File: src/rtl/nand_phy_pkg.sv
// rtl/nand_phy_pkg.sv - shared op codes, FSM encodings and helpers for the async NAND sequencer
package nand_phy_pkg;

    localparam int CNT_W = 4;

    localparam logic [1:0] OP_CMD  = 2'b00;
    localparam logic [1:0] OP_ADDR = 2'b01;
    localparam logic [1:0] OP_DIN  = 2'b10;
    localparam logic [1:0] OP_RSVD = 2'b11;

    localparam logic [2:0] ST_IDLE    = 3'd0;
    localparam logic [2:0] ST_SETUP   = 3'd1;
    localparam logic [2:0] ST_WE_LOW  = 3'd2;
    localparam logic [2:0] ST_WE_HIGH = 3'd3;
    localparam logic [2:0] ST_HOLD    = 3'd4;
    localparam logic [2:0] ST_ERR     = 3'd5;

    // Active-low chip enable vector selecting one die
    function automatic logic [7:0] ce_mask(input logic [2:0] sel);
        ce_mask = ~(8'd1 << sel);
    endfunction

endpackage

File: src/rtl/nand_phase_timer.sv
// rtl/nand_phase_timer.sv - loadable 4-bit phase downcounter with done pulse
module nand_phase_timer
    import nand_phy_pkg::*;
(
    input  logic             clk,
    input  logic             resetn,
    input  logic             start,
    input  logic [CNT_W-1:0] load_val,
    output logic             done
);

    logic [CNT_W-1:0] cnt;
    logic             running;

    always_ff @(posedge clk) begin
        if (!resetn) begin
            cnt     <= '0;
            running <= 1'b0;
        end else if (start) begin
            cnt     <= load_val;
            running <= 1'b1;
        end else if (running) begin
            if (cnt == '0) begin
                running <= 1'b0;
            end else begin
                cnt <= cnt - 1'b1;
            end
        end
    end

    assign done = running && (cnt == '0);

endmodule

File: src/rtl/nand_async_cmd_seq.sv
// rtl/nand_async_cmd_seq.sv - async-mode CMD/ADDR/DIN byte sequencer driving nand_phy control pins
module nand_async_cmd_seq
    import nand_phy_pkg::*;
#(
    parameter int T_SETUP = 2,
    parameter int T_WP    = 3,
    parameter int T_WH    = 2,
    parameter int T_HOLD  = 4
) (
    input  logic       v_clk0,
    input  logic       v_rstn0,
    input  logic       v_op_valid,
    output logic       v_op_ready,
    input  logic [1:0] v_op_type,
    input  logic [7:0] v_op_data,
    input  logic       v_op_last,
    input  logic [2:0] v_op_ce_sel,
    input  logic       v_wp_n,
    output logic       v_op_err,
    output logic       v_busy,
    output logic       v_ctrl_cle,
    output logic       v_ctrl_ale,
    output logic       v_ctrl_wrn,
    output logic       v_ctrl_wpn,
    output logic [7:0] v_ctrl_cen,
    output logic       v_ctrl_wen,
    output logic       v_ctrl_wen_sel,
    output logic       v_dq_oe_n,
    output logic       v_dqs_oe_n,
    output logic [7:0] v_wr_data_rise,
    output logic [7:0] v_wr_data_fall
);

    logic [2:0]       st, st_n;
    logic             burst_open, burst_n;
    logic             last_q;
    logic             accept, is_rsvd;
    logic             tmr_start, tmr_done;
    logic [CNT_W-1:0] tmr_load;

    assign accept  = v_op_valid && v_op_ready;
    assign is_rsvd = (v_op_type == OP_RSVD);

    nand_phase_timer u_timer (
        .clk      (v_clk0),
        .resetn   (v_rstn0),
        .start    (tmr_start),
        .load_val (tmr_load),
        .done     (tmr_done)
    );

    always_comb begin
        st_n      = st;
        tmr_start = 1'b0;
        tmr_load  = '0;
        burst_n   = burst_open;
        case (st)
            ST_IDLE: begin
                if (accept) begin
                    if (is_rsvd) begin
                        st_n = ST_ERR;
                    end else begin
                        st_n      = ST_SETUP;
                        tmr_start = 1'b1;
                        tmr_load  = CNT_W'(T_SETUP - 1);
                        burst_n   = 1'b1;
                    end
                end
            end
            ST_SETUP: begin
                if (tmr_done) begin
                    st_n      = ST_WE_LOW;
                    tmr_start = 1'b1;
                    tmr_load  = CNT_W'(T_WP - 1);
                end
            end
            ST_WE_LOW: begin
                if (tmr_done) begin
                    st_n      = ST_WE_HIGH;
                    tmr_start = 1'b1;
                    tmr_load  = CNT_W'(T_WH - 1);
                end
            end
            ST_WE_HIGH: begin
                if (tmr_done) begin
                    if (last_q) begin
                        st_n      = ST_HOLD;
                        tmr_start = 1'b1;
                        tmr_load  = CNT_W'(T_HOLD - 1);
                    end else begin
                        st_n = ST_IDLE;
                    end
                end
            end
            // A reserved op never opens a burst, but may close one that is already open
            ST_ERR: begin
                if (last_q && burst_open) begin
                    st_n      = ST_HOLD;
                    tmr_start = 1'b1;
                    tmr_load  = CNT_W'(T_HOLD - 1);
                end else begin
                    st_n = ST_IDLE;
                end
            end
            ST_HOLD: begin
                if (tmr_done) begin
                    st_n    = ST_IDLE;
                    burst_n = 1'b0;
                end
            end
            default: st_n = ST_IDLE;
        endcase
    end

    always_ff @(posedge v_clk0) begin
        if (!v_rstn0) begin
            st             <= ST_IDLE;
            burst_open     <= 1'b0;
            last_q         <= 1'b0;
            v_op_ready     <= 1'b1;
            v_busy         <= 1'b0;
            v_op_err       <= 1'b0;
            v_ctrl_cle     <= 1'b0;
            v_ctrl_ale     <= 1'b0;
            v_ctrl_wen     <= 1'b1;
            v_ctrl_cen     <= 8'hFF;
            v_dq_oe_n      <= 1'b1;
            v_wr_data_rise <= 8'h00;
            v_ctrl_wpn     <= 1'b0;
        end else begin
            st         <= st_n;
            burst_open <= burst_n;
            v_op_ready <= (st_n == ST_IDLE);
            v_busy     <= (st_n != ST_IDLE) || burst_n;
            v_op_err   <= accept && is_rsvd;
            v_ctrl_wen <= (st_n != ST_WE_LOW);
            v_ctrl_wpn <= v_wp_n;
            if (accept) begin
                last_q <= v_op_last;
            end
            if (accept && !is_rsvd) begin
                v_ctrl_cle     <= (v_op_type == OP_CMD);
                v_ctrl_ale     <= (v_op_type == OP_ADDR);
                v_dq_oe_n      <= 1'b0;
                v_wr_data_rise <= v_op_data;
                if (!burst_open) begin
                    v_ctrl_cen <= ce_mask(v_op_ce_sel);
                end
            end
            if ((st_n == ST_HOLD) && (st != ST_HOLD)) begin
                v_ctrl_cle <= 1'b0;
                v_ctrl_ale <= 1'b0;
                v_dq_oe_n  <= 1'b1;
            end
            if ((st == ST_HOLD) && (st_n == ST_IDLE)) begin
                v_ctrl_cen <= 8'hFF;
            end
        end
    end

    assign v_ctrl_wrn     = 1'b1;
    assign v_ctrl_wen_sel = 1'b1;
    assign v_dqs_oe_n     = 1'b1;
    assign v_wr_data_fall = v_wr_data_rise;

endmodule

File: config.mk
export PLATFORM = sky130hd
export DESIGN_NAME = nand_async_cmd_seq
export DESIGN_NICKNAME = d
export VERILOG_FILES = /design/src/rtl/nand_phy_pkg.sv /design/src/rtl/nand_phase_timer.sv /design/src/rtl/nand_async_cmd_seq.sv
export SDC_FILE = /design/constraint.sdc
export NUM_CORES = 1
export LEC_CHECK = 0
export ABC_AREA = 1
export BUFFER_PORTS_ARGS = -buffer_cell sky130_fd_sc_hd__buf_2
export CAP_MARGIN = 20
export CORE_MARGIN = 2
export CORE_UTILIZATION = 40
export CTS_CLUSTER_DIAMETER = 50
export CTS_CLUSTER_SIZE = 25
export DETAILED_ROUTE_END_ITERATION = 12
export GPL_ROUTABILITY_DRIVEN = 0
export HOLD_SLACK_MARGIN = 0.05
export PLACE_DENSITY = 0.66
export SETUP_SLACK_MARGIN = 0.3
export SLEW_MARGIN = 25
export SYNTH_ARGS = -nofsm -noshare
export SYNTH_HDL_FRONTEND = slang
export SYNTH_HIERARCHICAL = 1
export SYNTH_SLANG_ARGS = --single-unit
File: constraint.sdc
create_clock -name v_clk0 -period 2.2 [get_ports v_clk0]
set_clock_uncertainty 0.15 [all_clocks]
set_input_delay 0.11 -clock v_clk0 [delete_from_list [all_inputs] [get_ports v_clk0]]
set_output_delay 0.11 -clock v_clk0 [all_outputs]
set_load 0.03 [all_outputs]
==> flow_summary.json, run 1 <==
{
  "setup_violations": 0,
  "clock-sinks": 34,
  "hpwlAfterDp_mm": 2.45,
  "power_per_cell_area_nw_per_um2": 961,
  "ys_seq_area_frac": 0.427,
  "hold_viol": 0,
  "syn_area_um2": 1590,
  "use_met3": 0.0524,
  "wl_mm": 3.62,
  "drc": 0,
  "min_path_type": "input pin to flop",
  "grt_pass1_wl_mm": 6.07,
  "slowest_stage": "dfxtp_2",
  "min_period_ns": 1.81,
  "critical_path.max_fanout": 6,
  "cp-end-kind": "flop",
  "slew_viol_final": 0,
  "ys_types": 29,
  "cp.arrival_ns": 1.83,
  "vias": 1544,
  "io_buffer_count": 49,
  "synth_area_leaders": "dfxtp_1 (43%), nor2_1 (9.2%), nand2_1 (8.2%), buf_4 (5.2%), nand3_1 (4.7%)",
  "cts_root_buffer": "clkbuf_8",
  "htreeDepth": 2,
  "core-area_um2": 3740,
  "nNetsFinal": 304,
  "crit_type": "flop to flop",
  "path_common_cell": "nor2_4",
  "synth.most_common_cell": "nor2_1",
  "grt_overflow": 0,
  "yosysTopAreaCell": "dfxtp_1",
  "netlist_instances": 215,
  "met2_usage": 0.301,
  "grt_usage": 0.179,
  "busiest_layer": "met2",
  "synth_edf_count": 0,
  "cts-buffers-inserted": 5,
  "yosysWarningCount": 6,
  "initial_utilization": 0.426,
  "drive_gt1_frac": 0.351,
  "yosys_most_used_dff": "dfxtp_1",
  "grt_use_met1": 0.218,
  "fmax_mhz": 554,
  "num_antenna_cells": 0,
  "fin_crit_sh": 0.821,
  "ys_ff_latch": 34,
  "syn_area_per_cell_um2": 7.41,
  "finalPower_mw": 2.14,
  "run_status": "finished clean",
  "tritoncts": "built",
  "grt_antenna_before_repair": 0,
  "wl_per_cell_um": 10.9,
  "grt_pass1_vias": 1391,
  "ios": 53,
  "antenna_left": 0,
  "avgViaCountPerCell": 4.64,
  "place_ws_ns": 0.120,
  "first_pass_iters": 4,
  "p_leak_nw": 1.11,
  "clkLatencyLatePin_ns": 0.28,
  "grt_start_max_net_pins": 21,
  "async_flop_share": 0,
  "clk_pin_slew_ns": 0.07,
  "setup_tns_ns": 0,
  "required_ns": 2.22,
  "crit_chain": "inv_2 -> ha_4 -> nand2_2 -> nor2_4 -> nand3_2 -> nor2_4 -> nor2_4 -> nand3_4 -> nor2_1 -> a21oi_1 -> nand2_1 -> nand2_1 -> nor2_2",
  "fp.dieW_um": 67.1,
  "startpoint_type": "flop",
  "timing.final.ws_setup_ns": 0.395,
  "cpPeakStageDelay_ns": 0.33,
  "area_growth_pct": 40.0,
  "die_y_um": 67.1,
  "fp-row-count": 22,
  "fp.dieArea_um2": 4510,
  "synth_top_area_frac": 0.427,
  "maxCapViolCount": 0,
  "drt-initial-drc-count": 83,
  "cts_buffer_depth": 2,
  "ir_worst_vdd_uv": 506,
  "rsz0062_at_grt": "false",
  "synth_common_cells": "nor2_1 (39), nand2_1 (35), dfxtp_1 (34)"
}
path summary, 6_finish.rpt:
path                  startpoint              to  cells after the start  slack (ns)
setup / recovery  u_timer/cnt[0]  u_timer/cnt[1]                     13        0.39
hold / removal        v_op_valid          last_q                      5        0.07
setup reg to reg  u_timer/cnt[0]  u_timer/cnt[1]                     13        0.39
hold reg to reg    v_ctrl_cen[6]   v_ctrl_cen[6]                      2        0.31
layout by cell type, fill, tap and decap left out, types with 2 or more instances in the layout:
master and n:
inv_2 10, clkbuf_8 6, nand4_1 3, nor2_4 4
buf_2 49, o21ai_0 12, nand2_1 34, dfxtp_2 2
nand2_2 5, o21ai_1 4, conb_1 5, nand3_1 13
dfxtp_1 32, o211ai_2 5, inv_1 13, nor2_2 4
nor3_1 6, a21oi_1 3, buf_4 6, dlygate4sd3_1 19
nor2_1 36
routing by layer:
layer	vias to the layer above	wire length, um	share of wire
met5	-	0	0
met4	0	51	0.014
met3	6	231	0.064
met2	53	1670	0.46
met1	669	1670	0.46
li1	816	-	-
area by class of cell:
type / instances / area (um2)
tap: 48 / 60.1
fill: 344 / 1510
clock inverter: 1 / 30.0
timing repair buffer: 74 / 480
inverter: 25 / 96.3
sequential: 34 / 683
multi-input combinational: 145 / 798
clock buffer: 6 / 82.6
power breakdown:
part / internal, mW / switching (mW)
sequential: 0.715 / 0.0724
clock: 0.362 / 0.210
combinational: 0.275 / 0.508
sequential cells by signal, summed over array words and instances (netlist names):
signal,flops
v_ctrl_cen,8
v_wr_data_fall,8
u_timer/cnt,4
st,3
burst_open,1
last_q,1
u_timer/running,1
v_busy,1
v_ctrl_ale,1
v_ctrl_cle,1
v_ctrl_wen,1
v_ctrl_wpn,1
v_dq_oe_n,1
v_op_err,1
v_op_ready,1
logic make-up after synthesis:
kind of cell | synth area share
other cells | 0.00471
flops | 0.427
simple gates | 0.315
fa+ha+maj | 0.00785
buf+inv | 0.123
compound gates | 0.117
xor+xnor | 0.00550
worst max-delay path: cells and delay by family (launching register included):
kind	cells	cell delay, ns
buffers and inverters	1	0.08
and+or+nand+nor	10	0.88
adders and majority gates	1	0.14
DFF	1	0.33
AOI/OAI and AO/OA	1	0.11
what timing repair did:
action	in CTS	in global routing
hold buffers	19	0
resized for setup	6	13
setup buffers	2	2
endpoints found under the setup margin	5	10
pin swaps	1	5
hold endpoints to repair	19	0
metrics by stage:
| step | instance area, um2 | cells | hold WS [ns] | util |
|---|---|---|---|---|
| floorplan | 1610 | 218 | 0.0576 | - |
| global placement | 1830 | 303 | 0.143 | 0.488 |
| detailed placement | 1830 | 303 | 0.149 | 0.488 |
| CTS | 2170 | 331 | 0.0580 | 0.580 |
| global route | 2230 | 333 | 0.112 | 0.596 |
| finish | 2230 | 333 | 0.0651 | 0.596 |
(Power assumes the default switching activity.)
==> run 2, diff against run 1 <==
Settings changed: PLACE_DENSITY 0.66 to 0.68.
Clock period 2.2 ns to 1.5 ns, I/O delays scaled along.
==> run 2 against run 1 <==
Net effect: the run now ends with setup timing left; combinational power rose by 110%; first-iteration DRC count is 39% lower; via count increased by 11%; worst setup slack worse by 0.65 ns; global-route usage increased by 1.5 points; hold slack lost 0.048 ns; non-clock buffer count is 37 higher; fmax is 2.9% higher; register-to-register slack worse by 0.65 ns; sequential power increased by 45%.
==> flow_summary.json, run 2 (same netlist as run 1, synthesis figures left out) <==
{
  "run_status": "complete, but fails checks",
  "violations": "setup timing",
  "timing.final.ws_setup_ns": -0.255,
  "hold_ws_ns": 0.0175,
  "rrSetupSlack_ns": -0.26,
  "vias": 1721,
  "most-common-layout-cells": "buf_2 (49), buf_4 (39), dfxtp_1 (31)",
  "power_per_cell_area_nw_per_um2": 1320,
  "r2r-start": "u_timer/cnt[1]",
  "cts_buffer_depth": 2,
  "place_ws_ns": -0.256,
  "setup_tns_ns": -2.99,
  "min_path_type": "input pin to flop",
  "avgViaCountPerCell": 4.64,
  "startpoint_type": "flop",
  "layout_commonest_cell": "buf_2",
  "core-area_um2": 3740,
  "crit_chain": "inv_2 -> ha_4 -> nand2_4 -> nor2_4 -> nand3_2 -> nor2_4 -> nor2_4 -> nand3_4 -> buf_4 -> a21oi_2 -> nand2_1 -> nand2_1 -> nor2_2",
  "required_ns": 1.54,
  "drive_gt1_frac": 0.502,
  "pwr-share-clk": 0.206,
  "hpwlAfterDp_mm": 2.74,
  "antenna_left": 0,
  "num_antenna_cells": 0,
  "clkLatencyLatePin_ns": 0.29,
  "path_common_cell": "nor2_4",
  "fin_crit_sh": 1.17,
  "min_period_ns": 1.76,
  "drc": 0,
  "clock-sinks": 34,
  "fp.dieW_um": 67.1,
  "rsz0062_at_grt": "true",
  "io_buffer_count": 49,
  "die_y_um": 67.1,
  "grt_start_max_net_pins": 14,
  "dpl_cell_area_um2": 2120,
  "multi_input_area_um2": 910,
  "clk_pin_slew_ns": 0.07,
  "cts_root_buffer": "clkbuf_8",
  "critical_path.max_fanout": 5,
  "fill_cells": 301,
  "cts-buffers-inserted": 5,
  "p_seq_frac": 0.328,
  "ios": 53,
  "intPower_mw": 2.13,
  "fmax_mhz": 570,
  "cp-end-kind": "flop",
  "ir_worst_vdd_uv": 907,
  "slowest_stage": "dfxtp_2",
  "grt_pass1_wl_mm": 6.65,
  "stdcell_count": 371,
  "htreeDepth": 2,
  "setup_violations": 28,
  "crit_type": "flop to flop",
  "tritoncts": "built",
  "cpPeakStageDelay_ns": 0.34,
  "dp_cells": 332,
  "grt_pass1_vias": 1615,
  "hold_end": "v_op_err",
  "initial_utilization": 0.426,
  "grt_overflow": 0,
  "hold_path_depth": 4,
  "drt-initial-drc-count": 51,
  "maxCapViolCount": 0,
  "area_growth_pct": 65.2,
  "utilization": 0.704,
  "first_pass_iters": 4,
  "fp-row-count": 22,
  "slew_viol_final": 0,
  "wl_per_cell_um": 11.5,
  "grt_antenna_before_repair": 0,
  "hold_viol": 0,
  "finalPower_mw": 3.46,
  "wl_mm": 4.27,
  "p_sw_mw": 1.33,
  "swShare": 0.384,
  "final_area_um2": 2630,
  "r2r_end": "u_timer/cnt[1]",
  "cp.arrival_ns": 1.79,
  "grt_usage": 0.195,
  "min-delay-start": "v_op_valid",
  "p_comb_frac": 0.466,
  "nNetsFinal": 341,
  "r2r_cells": 13,
  "seq_area_um2": 687,
  "p_leak_nw": 1.30,
  "fp.dieArea_um2": 4510
}
==> run 2: how the worst max path moves through the flow <==
stage / start / end / cells after the start
final: u_timer/cnt[1] / u_timer/cnt[1] / 13
after global routing: u_timer/cnt[1] / u_timer/cnt[0] / 11
after CTS: u_timer/cnt[1] / u_timer/cnt[1] / 13
after detailed placement: u_timer/cnt[1] / u_timer/cnt[3] / 13
after global placement: u_timer/cnt[1] / u_timer/cnt[3] / 13
after floorplan: u_timer/cnt[0] / u_timer/cnt[1] / 13
==> run 2: layer usage <==
layer | global-route usage | wire length, um | share of wire
met2 | 0.339 | 2160 | 0.50
met3 | 0.0473 | 195 | 0.046
met1 | 0.225 | 1830 | 0.43
met4 | 0.0842 | 83 | 0.019
met5 | 0 | 0 | 0
==> run 2: power groups by stage <==
| stage | clock network (mW) | registers (mW) | logic [mW] |
|---|---|---|---|
| CTS | 0.736 | 1.13 | 1.44 |
| global route | 0.770 | 1.15 | 1.76 |
| detailed placement | 0 | 1.15 | 1.33 |
| floorplan | 0 | 1.34 | 0.715 |
| finish | 0.714 | 1.14 | 1.62 |
| global placement | 0 | 1.14 | 1.31 |
==> run 2: timing repair <==
item / 4_1_cts / 5_1_grt
setup endpoints to repair: 31 / 31
buffers inserted: 6 / 6
hold buffers: 16 / 4
hold endpoints to repair: 28 / 7
pin swaps: 6 / 13
cloned: 0 / 1
gates resized for setup: 8 / 40
==> run 2: area by class of cell <==
class | instances | area share
Timing Repair Buffer | 111 | 0.295
Tap cell | 48 | 0.0228
Sequential cell | 34 | 0.261
Clock inverter | 2 | 0.00475
Inverter | 25 | 0.0394
Multi-Input combinational cell | 145 | 0.345
Clock buffer | 6 | 0.0314
==> run 2: critical path, delay by kind of cell, from the launching register on <==
family	cells	cell delay, ns
flip-flops	1	0.34
buffers and inverters	2	0.21
AO/OA/AOI/OAI	1	0.12
adder cells (fa/ha/maj)	1	0.16
AND/OR/NAND/NOR	9	0.67
==> run 3, diff against run 2 <==
Settings changed: ABC_AREA 1 to not set, PLACE_DENSITY 0.68 to 0.66, REMOVE_ABC_BUFFERS set to 1.
Clock period 1.5 ns to 1.8 ns, I/O delays scaled along.
==> run 3 against run 2 <==
Net effect: the run still ends with setup timing left; core utilization fell by 3.2 points; flip-flop and latch count did not move; critical path depth is 2 lower; largest power group is now registers.
==> flow_summary.json, run 3 <==
{
  "area_growth_pct": 57.4,
  "grt_overflow": 0,
  "min_period_ns": 2.21,
  "io_buffer_count": 49,
  "crit_type": "flop to flop",
  "cts_root_buffer": "clkbuf_8",
  "r2r-start": "u_timer/cnt[1]",
  "critical_path.max_fanout": 6,
  "fp.dieW_um": 67.2,
  "pwr-share-clk": 0.278,
  "fp.dieArea_um2": 4510,
  "grt_antenna_before_repair": 0,
  "required_ns": 1.83,
  "violations": "setup timing",
  "grt_use_met1": 0.240,
  "grt_start_max_net_pins": 15,
  "ys_types": 46,
  "yosys_most_used_dff": "dfxtp_1",
  "cp.arrival_ns": 2.25,
  "antenna_left": 0,
  "p_leak_nw": 1.14,
  "wl_mm": 4.50,
  "initial_utilization": 0.426,
  "swShare": 0.331,
  "synth_common_cells": "dfxtp_1 (34), nand2_1 (24), nor2_1 (22)",
  "rrSetupSlack_ns": -0.41,
  "slowest_stage": "dfxtp_2",
  "cpPeakStageDelay_ns": 0.35,
  "place_ws_ns": -0.370,
  "hold_ws_ns": 0.184,
  "clkLatencyLatePin_ns": 0.29,
  "avgViaCountPerCell": 5.04,
  "synth_edf_count": 0,
  "num_antenna_cells": 0,
  "htreeDepth": 2,
  "clk_pin_slew_ns": 0.07,
  "min_path_type": "input pin to flop",
  "p_seq_frac": 0.405,
  "layout_commonest_cell": "buf_2",
  "use_met3": 0.0433,
  "fmax_mhz": 452,
  "worstSetupStartpoint": "u_timer/cnt[1]",
  "drt-initial-drc-count": 102,
  "core-area_um2": 3740,
  "die_y_um": 67.2,
  "async_flop_share": 0,
  "fill_cells": 310,
  "maxCapViolCount": 0,
  "fp-row-count": 22,
  "cp-end-kind": "flop",
  "wl_per_cell_um": 13.5,
  "startpoint_type": "flop",
  "syn_area_um2": 1600,
  "synth.most_common_cell": "dfxtp_1",
  "yosysTopAreaCell": "dfxtp_1",
  "drive_gt1_frac": 0.432,
  "ys_seq_area_frac": 0.426,
  "cts_buffer_depth": 2,
  "crit_chain": "inv_2 -> ha_4 -> nand2_4 -> nor3_4 -> buf_6 -> and3b_1 -> o211ai_1 -> o311ai_4 -> inv_2 -> nor2_2 -> a311oi_1",
  "p_comb_frac": 0.317,
  "synth_top_area_frac": 0.426,
  "timing.final.ws_setup_ns": -0.413,
  "grt_pass1_vias": 1550,
  "drc": 0,
  "vias": 1678,
  "slew_viol_final": 0,
  "busiest_layer": "met2",
  "tritoncts": "built",
  "intPower_mw": 1.42,
  "slew_headroom": 0.655,
  "run_status": "complete, but fails checks",
  "ir_worst_vdd_uv": 426,
  "nNetsFinal": 303,
  "setup_violations": 11,
  "syn_area_per_cell_um2": 8.45,
  "yosysWarningCount": 6,
  "cts-buffers-inserted": 5,
  "hpwlAfterDp_mm": 2.56,
  "p_sw_uw": 701,
  "hold_viol": 0,
  "min-delay-start": "v_op_valid",
  "fin_crit_sh": 1.23,
  "cp_num_buf_inv": 3,
  "tightestPinTransition_ns": 0.517,
  "rsz0062_at_grt": "true",
  "path_common_cell": "inv_2",
  "power_per_cell_area_nw_per_um2": 843,
  "grt_pass1_wl_mm": 6.82,
  "first_pass_iters": 4,
  "ys_ff_latch": 34,
  "netlist_instances": 189,
  "met2_usage": 0.343,
  "synth_area_leaders": "dfxtp_1 (43%), buf_4 (6.1%), a21oi_1 (5.6%), nand2_1 (5.6%), nor2_1 (5.2%)",
  "clock-sinks": 34,
  "grt_usage": 0.200,
  "ios": 53,
  "critPathTopFamily": "compound AO/OA/AOI/OAI gates",
  "most-common-layout-cells": "buf_2 (49), dfxtp_1 (32), buf_4 (27)"
}
run 3: what timing repair did:
item	4_1_cts	5_1_grt
cloned	1	0
gates resized for setup	30	17
endpoints found under the setup margin	23	27
setup buffers	3	4
hold buffers	20	0
pin swaps	15	11
hold endpoints to repair	24	0
run 3: power groups by stage:
| stage | logic, mW | registers (mW) | clock network [mW] |
|---|---|---|---|
| global placement | 0.498 | 0.861 | 0 |
| finish | 0.671 | 0.859 | 0.588 |
| global route | 0.724 | 0.865 | 0.633 |
| detailed placement | 0.501 | 0.862 | 0 |
| CTS | 0.590 | 0.851 | 0.599 |
| floorplan | 0.199 | 0.961 | 0 |
run 3: kinds of logic (layout without fill, tap and decap cells):
group	count (synthesis)	after routing	synth area share
and+or+nand+nor	83	83	0.287
AOI/OAI and AO/OA	44	44	0.176
DFF	34	34	0.426
buffers and inverters	23	116	0.0870
other	2	5	0.00470
adders and majority gates	1	1	0.00784
xor gates and xnor gates	1	1	0.00549
muxes	1	1	0.00627
run 3: worst paths after layout:
| kind | endpoint | cells after the start |
|---|---|---|
| setup reg to reg | u_timer/cnt[0] | 11 |
| hold reg to reg | v_dq_oe_n | 1 |
| hold / removal | last_q | 5 |
| setup / recovery | u_timer/cnt[0] | 11 |
run 3: through the flow:
stage | util | std cells | power, mW | setup TNS, ns | instance area [um2]
4_1_cts | 0.644 | 329 | 2.04 | -1.46 | 2410
5_1_grt | 0.671 | 333 | 2.22 | -3.14 | 2510
6_report | 0.671 | 333 | 2.12 | -2.36 | 2510
3_3_place_gp | 0.530 | 297 | 1.36 | -1.73 | 1980
3_5_place_dp | 0.530 | 297 | 1.36 | -2.03 | 1980
2_1_floorplan | - | 175 | 1.16 | -3.80 | 1490
run 3: worst min-delay path, cell delays in order:
cell and delay [ns]:
buf_2 0.11, nand2_2 0.07, buf_4 0.18, nand2_1 0.07, a21oi_1 0.05
run 3: routing by layer:
layer | part of all wire | wire length (um) | up-vias
met5 | 0 | 0 | -
met4 | 0.017 | 78 | 0
met3 | 0.050 | 224 | 9
met2 | 0.50 | 2230 | 58
met1 | 0.44 | 1960 | 776
li1 | - | - | 835
run 3: area by class of cell:
type,count,area (um2),area share
Multi-Input combinational cell,135,937,0.373
Timing Repair Buffer,102,716,0.285
Sequential cell,34,683,0.272
Clock buffer,6,82.6,0.0329
Tap cell,48,60.1,0.0239
Inverter,6,22.5,0.00896
Clock inverter,2,12.5,0.00498
